<file path="config.mk">
export PLATFORM = sky130hd
export DESIGN_NAME = ad9224_capture_ctrl
export DESIGN_NICKNAME = d
export VERILOG_FILES = /design/src/rtl/ad9224_capture_ctrl.sv
export SDC_FILE = /design/constraint.sdc
export NUM_CORES = 1
export LEC_CHECK = 0
export ABC_AREA = 1
export BUFFER_PORTS_ARGS = -buffer_cell sky130_fd_sc_hd__buf_2
export CAP_MARGIN = 20
export CORE_MARGIN = 2
export CORE_UTILIZATION = 39
export CTS_BUF_LIST = sky130_fd_sc_hd__clkbuf_8
export DETAILED_ROUTE_END_ITERATION = 10
export SYNTH_ARGS = -nofsm -noshare
export SYNTH_HDL_FRONTEND = slang
export SYNTH_SLANG_ARGS = --single-unit
</file>
<file path="constraint.sdc">
create_clock -name clk_i -period 2.6 [get_ports clk_i]
set_clock_uncertainty 0.05 [all_clocks]
set_input_delay 0.13 -clock clk_i [delete_from_list [all_inputs] [get_ports clk_i]]
set_output_delay 0.13 -clock clk_i [all_outputs]
set_load 0.1 [all_outputs]
</file>
<file path="src/rtl/ad9224_capture_ctrl.sv">
// ad9224_capture_ctrl: arms on start, waits for the trigger plus pipeline latency,
// then writes a decimated burst of AD9224 samples to consecutive buffer addresses.
module ad9224_capture_ctrl #(
  parameter int ADDR_W   = 10,
  parameter int PIPE_LAT = 7
) (
  input  logic              clk_i,
  input  logic              rst_ni,
  input  logic              start_i,
  input  logic              abort_i,
  input  logic              trig_mode_i,
  input  logic              trig_in_i,
  input  logic [7:0]        decim_i,
  input  logic [ADDR_W:0]   length_i,
  input  logic [11:0]       adc_data_i,
  output logic              wr_en_o,
  output logic [ADDR_W-1:0] wr_addr_o,
  output logic [11:0]       wr_data_o,
  output logic              busy_o,
  output logic              done_o,
  output logic [ADDR_W:0]   count_o
);
  localparam logic [2:0] S_IDLE  = 3'd0;
  localparam logic [2:0] S_ARMED = 3'd1;
  localparam logic [2:0] S_FLUSH = 3'd2;
  localparam logic [2:0] S_CAPT  = 3'd3;
  localparam logic [2:0] S_DONE  = 3'd4;
  localparam logic [ADDR_W:0] DEPTH = {1'b1, {ADDR_W{1'b0}}};
  localparam logic [7:0] FLUSH_LD = 8'(PIPE_LAT - 1);

  logic [2:0]        state_q, state_d;
  logic [7:0]        cnt_q, cnt_d;
  logic [ADDR_W-1:0] ptr_q, ptr_d;
  logic              mode_q, mode_d;
  logic [7:0]        decim_q, decim_d;
  logic [ADDR_W:0]   len_q, len_d;
  logic              trig_q;
  logic              wr_en_q, wr_en_d;
  logic [ADDR_W-1:0] wr_addr_q, wr_addr_d;
  logic [11:0]       wr_data_q, wr_data_d;
  logic [ADDR_W:0]   count_q, count_d;
  logic              busy_q, busy_d;
  logic              done_q, done_d;

  // cnt_q serves as the flush countdown and then the decimation counter; flush
  // always ends at zero, so the first capture cycle stores a sample.
  always_comb begin
    state_d   = state_q;
    cnt_d     = cnt_q;
    ptr_d     = ptr_q;
    mode_d    = mode_q;
    decim_d   = decim_q;
    len_d     = len_q;
    wr_en_d   = 1'b0;
    wr_addr_d = wr_addr_q;
    wr_data_d = wr_data_q;
    count_d   = count_q;
    if (abort_i) state_d = S_IDLE;
    else case (state_q)
      S_IDLE, S_DONE: if (start_i) begin
        mode_d    = trig_mode_i;
        decim_d   = decim_i;
        len_d     = (length_i > DEPTH) ? DEPTH : length_i;
        count_d   = '0;
        wr_addr_d = '0;
        ptr_d     = '0;
        cnt_d     = '0;
        state_d   = (length_i == '0) ? S_DONE : S_ARMED;
      end
      S_ARMED: if (!mode_q || (trig_in_i && !trig_q)) begin
        state_d = S_FLUSH;
        cnt_d   = FLUSH_LD;
      end
      S_FLUSH: if (cnt_q == '0) state_d = S_CAPT;
               else cnt_d = cnt_q - 8'd1;
      S_CAPT: if (cnt_q == '0) begin
        wr_en_d   = 1'b1;
        wr_data_d = adc_data_i;
        wr_addr_d = ptr_q;
        ptr_d     = ptr_q + 1'b1;
        count_d   = count_q + 1'b1;
        cnt_d     = decim_q;
        if (count_d == len_q) state_d = S_DONE;
      end else cnt_d = cnt_q - 8'd1;
      default: state_d = S_IDLE;
    endcase
    busy_d = (state_d == S_ARMED) || (state_d == S_FLUSH) || (state_d == S_CAPT);
    done_d = state_d == S_DONE;
  end

  always_ff @(posedge clk_i or negedge rst_ni) begin
    if (!rst_ni) begin
      state_q   <= S_IDLE;
      cnt_q     <= '0;
      ptr_q     <= '0;
      mode_q    <= 1'b0;
      decim_q   <= '0;
      len_q     <= '0;
      trig_q    <= 1'b0;
      wr_en_q   <= 1'b0;
      wr_addr_q <= '0;
      wr_data_q <= '0;
      count_q   <= '0;
      busy_q    <= 1'b0;
      done_q    <= 1'b0;
    end else begin
      state_q   <= state_d;
      cnt_q     <= cnt_d;
      ptr_q     <= ptr_d;
      mode_q    <= mode_d;
      decim_q   <= decim_d;
      len_q     <= len_d;
      trig_q    <= trig_in_i;
      wr_en_q   <= wr_en_d;
      wr_addr_q <= wr_addr_d;
      wr_data_q <= wr_data_d;
      count_q   <= count_d;
      busy_q    <= busy_d;
      done_q    <= done_d;
    end
  end

  assign wr_en_o   = wr_en_q;
  assign wr_addr_o = wr_addr_q;
  assign wr_data_o = wr_data_q;
  assign busy_o    = busy_q;
  assign done_o    = done_q;
  assign count_o   = count_q;
endmodule
</file>
==> metrics.txt <==
status=complete, no violations; IO Count=73; P_sw=0.00233 W; FF+latch count, synth=between 70 and 80; Via-to-Cell Ratio=4.84; Inst Count DP=704; PortBufs=slightly above 70; Post-CTS Repair Setup Buffers=0; # setup viols final=0; clk buf depth=2; Flop pwr share=35.5%; Synth Net Count=approximately 550; largest cells by area after synthesis=dfrtp_1 (48%), nand2_1 (16%), nand3_1 (5.1%); detailed-route DRC error count=0; RSZ-0062 raised after global routing=no; worst path required time=2.78 ns; Tmin final=2.21 ns; Worst VDD drop=0.622 mV; vias in the first global route=approximately 3500; GRT Resource Usage Total=18.6%; PnR worst setup slack=between 0.3 and 0.4 ns; Int Power=0.00255 W; Detail Placement HPWL=6.94 mm; die width=roughly 110 um; Ys Warns=0; setup TNS=0 ns; post-CTS sizing=0; fmax=around 450 MHz; Crit. End Element=flip-flop; htree depth=3; register area share after synthesis=between 40% and 50%; largest net degree at the start of global routing=79; Synth async-reset ratio=between 90% and 100%; max cap viols=0; Worst Tran Pin Value=~1 ns; post-synth cell types=40; crit path max fanout=27; hold violation count in the final report=0; Hold EP=len_q[0]$_DFFE_PN0P_; Synth top cells by count=nand2_1 (172), dfrtp_1 (78), inv_1 (52); Final #Nets=649; Net Sw Frac=47.8%; DR WL/cell=13.0 um; crit share post-route=between 80% and 90%; Post-CTS Hold Buffers=30; Comb power frac=a little under half; CTS tree=done; Final Non-Filler Cells=749; CTS sink cnt=78; Arr. time, crit path=2.40 ns; Synth area leader=dfrtp_1; cells after synthesis=505; Pwr Total=0.00489 W; layout cell share with drive strength beyond 1=between 20% and 30%; full die area=~11000 um2; CTS root buf=clkbuf_8; clk slew on worst S/H paths=0.09 ns; count leader, synth=nand2_1; WL final=9.76 mm; worst hold stages=3; TritonRoute pass-1 iters=4; first-pass GRT wire length=16.5 mm; Vias=3623; Initial Utilization=39.6%; core box area=10200 um2; TritonCTS buffer count=9; leak pwr=2.51 nW; r2r worst-path depth=14; Antenna diodes=0; Setup crit start kind=flip-flop; grt total ovfl=0; Worst R2R Start=cnt_q[0]$_DFFE_PN0P_; synthesized area=4040 um2; Hold Crit Class=input port to flip-flop; area share of the largest cell type after synthesis=48.4%; reg-to-reg endpoint=wr_addr_o[2]$_DFFE_PN0P_; Placement Setup Slack=about 0.38 ns; Initial DRC Count=~140; site row count=37; worst setup path class=flip-flop to flip-flop; worst rel slew slack=33.4%; Worst Hold Launch=length_i[0]; Clk network pwr share=a little under a fifth; final antenna-violating net count=0; syn avg cell area=7.99 um2; EDFF count, synth=0; power density over cell area=around 1000 nW/um2; RePlAce Congestion=0.846; initial antenna violation count=0; clk_lat worst skew=~0.36 ns; top_reg_cell synth=dfrtp_1; Pins Over Slew Limit=0; area delta synth->final=24.4%; R2R Setup Slk=0.39 ns; Die H=between 100 and 150 um
-- how the worst max path moves through the flow --
stage / from / end / slack [ns]
after floorplan: count_o[0]$_DFFE_PN0P_ / busy_o$_DFF_PN0_ / 0.10
after global placement: cnt_q[0]$_DFFE_PN0P_ / wr_addr_o[8]$_DFFE_PN0P_ / 0.44
after detailed placement: cnt_q[0]$_DFFE_PN0P_ / wr_addr_o[2]$_DFFE_PN0P_ / 0.38
after CTS: cnt_q[0]$_DFFE_PN0P_ / wr_addr_o[2]$_DFFE_PN0P_ / 0.38
after global routing: cnt_q[0]$_DFFE_PN0P_ / wr_addr_o[1]$_DFFE_PN0P_ / 0.17
final: cnt_q[0]$_DFFE_PN0P_ / wr_addr_o[2]$_DFFE_PN0P_ / 0.39
-- cells in the final DEF, fill, tap and decap left out, types with 3 or more instances in the layout --
cell           count
nand2_1          172
dfrtp_1           78
buf_2             71
inv_1             52
nand3_1           41
o21ai_0           35
nor2_1            31
dlygate4sd3_1     30
a21oi_1           12
clkbuf_8          10
o22ai_2            9
nor2_2             6
xor2_1             6
nor3_1             6
nand2_4            5
xnor2_1            4
buf_4              4
nor2_4             3
inv_2              3
nor4_1             3
o21ai_1            3
ha_1               3
-- metal layers --
metal,track usage (%),routed length (um),share of wire [%],vias up
met4,9.21,275,2.8,0
met1,23.0,4420,45,1716
li1,-,-,-,1828
met3,3.09,253,2.6,20
met5,0,0,0,-
met2,31.4,4820,49,59
-- flip-flops by register name (all words and copies together) (netlist names), 3 cells and up --
name and cells:
len_q 11, state_q 3, cnt_q 8, wr_addr_o 10
wr_data_o 12, ptr_q 10, decim_q 8, count_o 11
-- layout make-up --
class,instances,area [um2]
fill,1002,5170
sequential,78,1950
multi-input combinational,359,1800
timing repair buffer,105,686
inverter,56,215
tap,136,170
clock buffer,10,138
clock inverter,5,58.8
-- power by group through the flow --
stage          clock [W]  combinational (W)  sequential, W
2_1_floorplan          0            0.00108        0.00244
3_3_place_gp           0            0.00217        0.00174
3_5_place_dp           0            0.00220        0.00176
4_1_cts         0.000958            0.00223        0.00174
5_1_grt          0.00101            0.00244        0.00178
6_report        0.000938            0.00221        0.00173
-- per-stage QoR --
stage	util [%]	instance area, um2	hold slack, ns
3_5_place_dp	44.4	4520	0.215
2_1_floorplan	-	4040	-0.216
3_3_place_gp	44.4	4520	0.208
4_1_cts	49.3	5020	0.0114
6_report	49.3	5020	0.0117
5_1_grt	49.3	5020	0.0126
-- logic make-up after synthesis --
kind of cell | Yosys count | synth area share, %
adder cells (fa/ha/maj) | 3 | 0.930
AND/OR/NAND/NOR | 277 | 30.5
buffers and inverters | 68 | 7.04
flip-flops | 78 | 48.4
AO/OA/AOI/OAI | 69 | 11.0
XOR/XNOR | 10 | 2.17
-- worst max-delay path, cell delays in order, from the launching register on --
cell and delay, ns:
dfrtp_1 0.34, inv_1 0.06, ha_1 0.22, nand2_1 0.09, nor2_1 0.04, nand2_1 0.11, inv_2 0.06, nand2_4 0.06
inv_2 0.05, nand2_4 0.07, nand2_4 0.05, nand2_4 0.24, clkinv_4 0.23, nand2_4 0.28, o21ai_0 0.12
No activity file was read; power rests on OpenSTA's default activity.
